===== src/rtl/hsv_core_ctrlstatus_regs_arbiter.sv =====
// Two-requester arbiter for the CSR register-file bus.
// m0 = CSR instruction unit, m1 = trap/commit path. One outstanding access at a
// time; responses are steered back to the owner, and a missing downstream ack
// is converted into an error response after ACK_TIMEOUT cycles in WAIT.
module hsv_core_ctrlstatus_regs_arbiter #(
  parameter int unsigned M1_PRIORITY = 1,
  parameter int unsigned ACK_TIMEOUT = 64,
  parameter int unsigned CNT_W       = 8
) (
  input  logic        clk_core,
  input  logic        rst_core,

  input  logic        m0_req,
  input  logic        m0_req_is_wr,
  input  logic [15:0] m0_addr,
  input  logic [31:0] m0_wr_data,
  input  logic [31:0] m0_wr_biten,
  output logic        m0_req_stall_rd,
  output logic        m0_req_stall_wr,
  output logic        m0_rd_ack,
  output logic        m0_rd_err,
  output logic [31:0] m0_rd_data,
  output logic        m0_wr_ack,
  output logic        m0_wr_err,

  input  logic        m1_req,
  input  logic        m1_req_is_wr,
  input  logic [15:0] m1_addr,
  input  logic [31:0] m1_wr_data,
  input  logic [31:0] m1_wr_biten,
  output logic        m1_req_stall_rd,
  output logic        m1_req_stall_wr,
  output logic        m1_rd_ack,
  output logic        m1_rd_err,
  output logic [31:0] m1_rd_data,
  output logic        m1_wr_ack,
  output logic        m1_wr_err,

  output logic        regs_req,
  output logic        regs_req_is_wr,
  output logic [15:0] regs_addr,
  output logic [31:0] regs_wr_data,
  output logic [31:0] regs_wr_biten,
  input  logic        regs_req_stall_rd,
  input  logic        regs_req_stall_wr,
  input  logic        regs_rd_ack,
  input  logic        regs_rd_err,
  input  logic [31:0] regs_rd_data,
  input  logic        regs_wr_ack,
  input  logic        regs_wr_err,

  output logic        grant,
  output logic        busy,
  output logic        spurious_ack
);

  localparam int unsigned ADDR_W = 16;
  localparam int unsigned DATA_W = 32;
  localparam bit          TO_EN  = (ACK_TIMEOUT != 0);
  localparam logic [CNT_W-1:0] TO_LAST =
    CNT_W'((ACK_TIMEOUT == 0) ? 0 : ACK_TIMEOUT - 1);

  typedef struct packed {
    logic              is_wr;
    logic [ADDR_W-1:0] addr;
    logic [DATA_W-1:0] wr_data;
    logic [DATA_W-1:0] wr_biten;
  } req_t;

  typedef enum logic [1:0] {
    ST_IDLE = 2'd0,
    ST_FWD  = 2'd1,
    ST_WAIT = 2'd2
  } state_t;

  state_t            state;
  logic              grant_q;
  logic              last_grant;
  logic              txn_is_wr;
  logic [CNT_W-1:0]  cnt;

  req_t              m0_pl;
  req_t              m1_pl;
  req_t              sel_pl;
  logic              sel_req;
  logic              win;
  logic              accept;
  logic              ack_match;
  logic              timeout;
  logic              done;
  logic              rsp_err;
  logic [DATA_W-1:0] rsp_data;
  logic              spur_hit;

  // Requester payloads and the one currently granted
  always_comb begin
    m0_pl   = '{is_wr: m0_req_is_wr, addr: m0_addr, wr_data: m0_wr_data, wr_biten: m0_wr_biten};
    m1_pl   = '{is_wr: m1_req_is_wr, addr: m1_addr, wr_data: m1_wr_data, wr_biten: m1_wr_biten};
    sel_pl  = grant_q ? m1_pl : m0_pl;
    sel_req = grant_q ? m1_req : m0_req;
  end

  // Arbitration, handshake and response qualification
  always_comb begin
    win = m1_req;
    if (m0_req && m1_req) begin
      win = (M1_PRIORITY != 0) ? 1'b1 : ~last_grant;
    end
    accept    = (state == ST_FWD) && sel_req &&
                !(sel_pl.is_wr ? regs_req_stall_wr : regs_req_stall_rd);
    ack_match = (state == ST_WAIT) && (txn_is_wr ? regs_wr_ack : regs_rd_ack);
    timeout   = TO_EN && (state == ST_WAIT) && (cnt == TO_LAST);
    done      = ack_match || timeout;
    // A real ack always beats a coincident timeout
    rsp_err   = ack_match ? (txn_is_wr ? regs_wr_err : regs_rd_err) : 1'b1;
    rsp_data  = (ack_match && !txn_is_wr) ? regs_rd_data : '0;
    spur_hit  = (regs_rd_ack && !((state == ST_WAIT) && !txn_is_wr)) ||
                (regs_wr_ack && !((state == ST_WAIT) &&  txn_is_wr));
  end

  // FSM, owner tracking, timeout counter and sticky spurious-ack flag
  always_ff @(posedge clk_core) begin
    if (rst_core) begin
      state        <= ST_IDLE;
      grant_q      <= 1'b0;
      last_grant   <= 1'b1;
      txn_is_wr    <= 1'b0;
      cnt          <= '0;
      spurious_ack <= 1'b0;
    end else begin
      if (spur_hit) begin
        spurious_ack <= 1'b1;
      end
      case (state)
        ST_IDLE: begin
          if (m0_req || m1_req) begin
            grant_q <= win;
            state   <= ST_FWD;
          end
        end
        ST_FWD: begin
          if (accept) begin
            txn_is_wr <= sel_pl.is_wr;
            cnt       <= '0;
            state     <= ST_WAIT;
          end else if (!sel_req) begin
            state <= ST_IDLE;
          end
        end
        ST_WAIT: begin
          cnt <= cnt + CNT_W'(1);
          if (done) begin
            last_grant <= grant_q;
            state      <= ST_IDLE;
          end
        end
        default: state <= ST_IDLE;
      endcase
    end
  end

  // Downstream muxing, stall routing and response steering
  always_comb begin
    m0_req_stall_rd = 1'b1;
    m0_req_stall_wr = 1'b1;
    m1_req_stall_rd = 1'b1;
    m1_req_stall_wr = 1'b1;
    m0_rd_ack       = 1'b0;
    m0_rd_err       = 1'b0;
    m0_rd_data      = '0;
    m0_wr_ack       = 1'b0;
    m0_wr_err       = 1'b0;
    m1_rd_ack       = 1'b0;
    m1_rd_err       = 1'b0;
    m1_rd_data      = '0;
    m1_wr_ack       = 1'b0;
    m1_wr_err       = 1'b0;
    regs_req        = 1'b0;
    regs_req_is_wr  = 1'b0;
    regs_addr       = '0;
    regs_wr_data    = '0;
    regs_wr_biten   = '0;
    busy            = (state != ST_IDLE);
    grant           = (state != ST_IDLE) && grant_q;

    if (state == ST_FWD) begin
      regs_req       = sel_req;
      regs_req_is_wr = sel_pl.is_wr;
      regs_addr      = sel_pl.addr;
      regs_wr_data   = sel_pl.wr_data;
      regs_wr_biten  = sel_pl.wr_biten;
      if (grant_q) begin
        m1_req_stall_rd = regs_req_stall_rd;
        m1_req_stall_wr = regs_req_stall_wr;
      end else begin
        m0_req_stall_rd = regs_req_stall_rd;
        m0_req_stall_wr = regs_req_stall_wr;
      end
    end

    if (done) begin
      if (grant_q) begin
        m1_rd_ack  = !txn_is_wr;
        m1_rd_err  = !txn_is_wr && rsp_err;
        m1_rd_data = rsp_data;
        m1_wr_ack  = txn_is_wr;
        m1_wr_err  = txn_is_wr && rsp_err;
      end else begin
        m0_rd_ack  = !txn_is_wr;
        m0_rd_err  = !txn_is_wr && rsp_err;
        m0_rd_data = rsp_data;
        m0_wr_ack  = txn_is_wr;
        m0_wr_err  = txn_is_wr && rsp_err;
      end
    end
  end

endmodule


===== config.mk =====
export PLATFORM = sky130hd
export DESIGN_NAME = hsv_core_ctrlstatus_regs_arbiter
export DESIGN_NICKNAME = d
export VERILOG_FILES = /design/src/rtl/hsv_core_ctrlstatus_regs_arbiter.sv
export SDC_FILE = /design/constraint.sdc
export NUM_CORES = 1
export LEC_CHECK = 0
export ABC_AREA = 1
export ABC_CLOCK_PERIOD_IN_PS = 2040
export CAP_MARGIN = 0
export CORE_AREA = 2 2 141 143
export DETAILED_ROUTE_END_ITERATION = 12
export DIE_AREA = 0 0 143 145
export GPL_TIMING_DRIVEN = 1
export PLACE_DENSITY = 0.57
export SETUP_SLACK_MARGIN = 0.05
export SLEW_MARGIN = 15
export SYNTH_ARGS = -nofsm -noshare
export SYNTH_HDL_FRONTEND = slang
export SYNTH_SLANG_ARGS = --single-unit

===== constraint.sdc =====
create_clock -name clk_core -period 2.04 [get_ports clk_core]
set_input_delay 0.51 -clock clk_core [delete_from_list [all_inputs] [get_ports clk_core]]
set_output_delay 0.51 -clock clk_core [all_outputs]
set_load 0.005 [all_outputs]

# [After elaboration in Yosys (flattened, before gate mapping)]
# Index checks and enable logic that the tools add are counted.
[totals] ff_bits=13 in_bits=204 output_inout_bits=161 elab_cells=88
[op_classes] add_sub_neg=1 n_eq_ne=7 mux=48 reduce_logical=27
[ops] cell="$mux W32" n=7
[ops] cell="$mux W81" n=1
[ops] cell="$mux W1" n=32
[ops] cell="$mux W16" n=1
[ops] cell="$pmux W8 S2" n=1
[ops] cell="$logic_and A1 B1 Y1" n=13
[ops] cell="$add A8 B1 Y8 const B" n=1
[ops] cell="$eq A8 B6 Y1 const B" n=1
[ops] cell="$mux W2" n=4
[ops] cell="$mux W8" n=1
[ops] cell="$ne A2 B2 Y1 const B" n=3
[ops] cell="$pmux W2 S3" n=1
[ops] cell="$reduce_and A2 Y1" n=3
[ops] cell="$logic_not A1 Y1" n=4
[ops] cell="$reduce_bool A2 Y1" n=2
[ops] cell="$logic_or A1 B1 Y1" n=3
[ops] cell="$ne A3 B3 Y1 const B" n=1
[ops] cell="$reduce_and A3 Y1" n=1
[ops] cell="$eq A2 B1 Y1 const B" n=1
[ops] cell="$eq A2 B2 Y1 const B" n=1
[ops] cell="$logic_not A2 Y1" n=1

# [Longest topological paths before layout]
[depth] ltp_word=6 depth_mapped=8 mapped_depth_nobuf=7

# [Least setup slack after synthesis]
# OpenSTA, ideal clock, no wires.
[synth_path] path_type="register to output" from="register cnt[0]" to="output m0_rd_err" t_arrival_ps=1326 t_required_ps=1530 path_slack_ps=204 stages_incl_launch_ff=8 path_buffers=0 cell_sequence="dfxtp_1 -> ha_1 -> nand2_1 -> nor2_1 -> nand4_1 -> o21ai_0 -> nand2_1 -> nor2_1"
[synth_between] elab_chain_len=4
[synth_lines] item="from (decl)" line="80" text="logic [CNT_W-1:0] cnt;"
[synth_lines] item="from (signal assigned)" line="151" text="cnt <= cnt + CNT_W'(1);"
[synth_lines] item="$eq A8 B6 Y1" line="112" text="timeout = TO_EN && (state == ST_WAIT) && (cnt == TO_LAST);"
[synth_lines] item="$logic_and A1 B1 Y1" line="112"
[synth_lines] item="$logic_or A1 B1 Y1" line="113" text="done = ack_match || timeout;"
[synth_lines] item="$mux W1" line="201" text="if (done) begin"
[synth_lines] item="to (decl)" line="21" text="output logic m0_rd_err,"
# Every way passes these cells.

# [Worst setup path after layout]
[layout_path] from="register cnt[0]" to="output m1_rd_err"
[layout_between] elab_chain_len=4
[layout_lines] item="$eq A8 B6 Y1" line="112"
[layout_lines] item="$logic_and A1 B1 Y1" line="112"
[layout_lines] item="$logic_or A1 B1 Y1" line="113"
[layout_lines] item="$mux W1" line="201"
[layout_lines] item="to (decl)" line="34" text="output logic m1_rd_err,"
# Every way passes these cells.

==> reports/qor.csv <==
stage,metric,value,unit
status,status,"complete, but fails checks",
status,failing checks,negative setup slack,
clocking,CTS tree,built,
clocking,Post-CTS Hold Buffers,0,
sta,Final Cycle Share,1.115,
clocking,H-tree levels,1,
cells_and_area,number of diodes,0,
cells_and_area,"most common cell after layout, fill and taps aside",clkdlybuf4s50_1,
critical_path,Worst Setup End Kind,output pin,
drt,Via density,4.142,
synth,Synth Net Count,547,
sta,min Tclk post-route,2274,ps
clocking,CTS Root Buffer Type,clkbuf_16,
power,Sequential Power Share,0.127,
drt,WL final,19120,um
cells_and_area,Area growth syn-to-layout,262.7,%
power,LEAKAGE,3.616,nW
placed_design,pre-CTS setup slack,-775.5,ps
cells_and_area,Post-Route Utilization,0.3901,
sta,Worst-Margin Slew,363.0,ps
synth,Yosys warning count,0,
power,total power,2.180,mW
drt,drt first pass iters,4,
clocking,CTS sink cnt,13,
synth,Synth area leader,a22o_1,
cells_and_area,most frequent cells in the layout,"clkdlybuf4s50_1 (203), buf_2 (136), a22o_1 (72), buf_6 (63), nor2_1 (43)",
power,clock power share,0.167,
drt,DRC,0,
placed_design,GP Congestion,0.8311,
die,Std-Cell Rows,51,
drt,Iter 0 DRT Violations,173,
die,core box area,19210,um2
synth,Synth top area share,0.3392,
sta,Pins Over Slew Limit,0,
synth,Syn Area/Cell,6.040,um2
power,P_sw,0.7078,mW
critical_path,Worst Path Max Fanout,4,
power,switching share of power,0.3247,
critical_path,slowest CP cell,dfxtp_2,
drt,DR WL/cell,17.82,um
power,worst vdd ir,0.0002174,V
die,Die X,143,um
global_routing,vias in the first global route,4570,
clocking,"Clk Latency, worst-skew pair",240,ps
sta,maximum clock frequency,439.8,MHz
critical_path,"Cell Chain, Critical Path",ha_4 -> nand2_2 -> nor2_2 -> nand4_1 -> o21ai_2 -> buf_6 -> nand2_4 -> buf_6 -> nor2_2 -> buf_2,
global_routing,total global-route track usage,0.1666,
placed_design,IO Port Bufs,364,
die,IO Pins,365,
power,power density cells,290.9,nW/um2
sta,Max-slew headroom,0.7561,
drt,DR top layer,met5,
sta,Worst Skew,1.732,ps
placed_design,area of placed instances,6424,um2
synth,register area share after synthesis,0.1260,
global_routing,initial antenna violation count,1,
sta,Fin. Hold Viols,0,
die,initial core utilization,0.1075,
placed_design,Post-DP HPWL,14220,um
flow_run,Max-Cap Viols,0,
synth,Synth area leaders,"a22o_1 (34%), nor2_1 (15%), dfxtp_1 (13%)",
sta,hold_ws,483.1,ps
global_routing,global route overflow,0,
die,die area,20740,um2
clocking,clock transition at the registers of the reported paths,40,ps
cells_and_area,fin area,7492,um2
power,Combinational Power Share,0.706,
synth,Mapped Area,2066,um2
drt,Met2 Routed Length,9566,um
synth,Synth cell types,23,
cells_and_area,layout cells sized above 1,0.4913,
power,Internal Power,1.472,mW
sta,fin worst setup slack,-233.7,ps
drt,Vias,4444,
drt,Metal-1 WL,7328,um
synth,Synth Register Bits,13,
worst_hold_path,Hold Crit Class,flop to flop,
die,die height,145,um
critical_path,critical path class,flop to output pin,
drt,Final ANT Viol Nets,0,
critical_path,CP arrival,1760,ps
clocking,CTS max path bufs,2,
sta,Setup-failing EPs final,134,
sta,RSZ-0062 raised after global routing,yes,
clocking,CTS Buf Count,3,
global_routing,largest net degree at the start of global routing,25,
critical_path,crit start category,flop,
global_routing,global-route wire length before repair,26540,um
critical_path,CP peak stage delay,340,ps
drt,met3 wire len,1784,um
synth,Synth Instances,342,
critical_path,"Req. time, crit path",1530,ps
cells_and_area,final net count,1014,
## critical path, delay by kind of cell (launching register included)
| family | cells | cell delay (ps) |
|---|---|---|
| adders and majority gates | 1 | 140 |
| AOI/OAI and AO/OA | 1 | 250 |
| buffers and inverters | 3 | 380 |
| and+or+nand+nor | 5 | 410 |
| DFF | 1 | 340 |
## power by group through the flow
| stage | Combinational [mW] | Clock, mW | Sequential, mW |
|---|---|---|---|
| global placement | 1.33 | 0 | 0.277 |
| finish | 1.54 | 0.364 | 0.276 |
| CTS | 1.49 | 0.379 | 0.275 |
| detailed placement | 1.32 | 0 | 0.277 |
| global route | 1.63 | 0.396 | 0.277 |
| floorplan | 0.371 | 0 | 0.275 |
## logic make-up (layout without fill, tap and decap cells)
| kind of cell | after synthesis | after routing | synth area share |
|---|---|---|---|
| buf+inv | 49 | 515 | 0.1284 |
| flops | 13 | 13 | 0.1260 |
| compound gates | 101 | 101 | 0.3901 |
| simple gates | 178 | 178 | 0.3495 |
| fa+ha+maj | 1 | 1 | 0.006056 |
## synth_stat cells, drive strengths merged
master,count
a21oi,12
a22o,80
and2,1
buf,24
clkbuf,6
dfxtp,13
ha,1
inv,19
nand2,71
nand3,11
nand4,3
nor2,85
nor3,6
o21ai,9
or2,1
## metal layers
metal | global-route usage | up-vias
li1 | - | 2131
met2 | 0.3077 | 229
met5 | 0 | -
met3 | 0.04587 | 24
met4 | 0.04109 | 2
met1 | 0.1860 | 2058
## flip-flops by register name, summed over array words and instances (netlist names)
name / flops
state: 2
cnt: 8
txn_is_wr: 1
grant_q: 1
spurious_ack: 1
## final cells by class
class | count | area [um2]
clock buffers | 4 | 78.83
well taps | 265 | 331.6
fillers | 1977 | 11720
inverters | 19 | 73.82
multi-input cells | 280 | 2157
repair buffers | 492 | 4578
flip-flops and latches | 13 | 272.8
## metrics by stage
stage               instances  TNS (ps)
floorplan                 342         0
global placement          997    -62050
detailed placement        997    -63430
CTS                      1065    -19070
global route             1073    -22650
finish                   1073    -11370
## worst paths after layout
kind           startpoint      endpoint  slack [ps]  depth (start not counted)
max                cnt[0]     m1_rd_err        -230                         10
max reg2reg       grant_q        cnt[5]         420                         10
min          spurious_ack  spurious_ack         480                          2
min reg2reg  spurious_ack  spurious_ack         480                          2
## repair_timing
item | in CTS | in global routing
hold endpoints to repair | 0 | 0
buffers inserted | 60 | 15
pin swaps | 73 | 71
cloned | 6 | 1
gates resized for setup | 793 | 110
setup endpoints to repair | 159 | 156
Power figures use the tool's default switching activity.
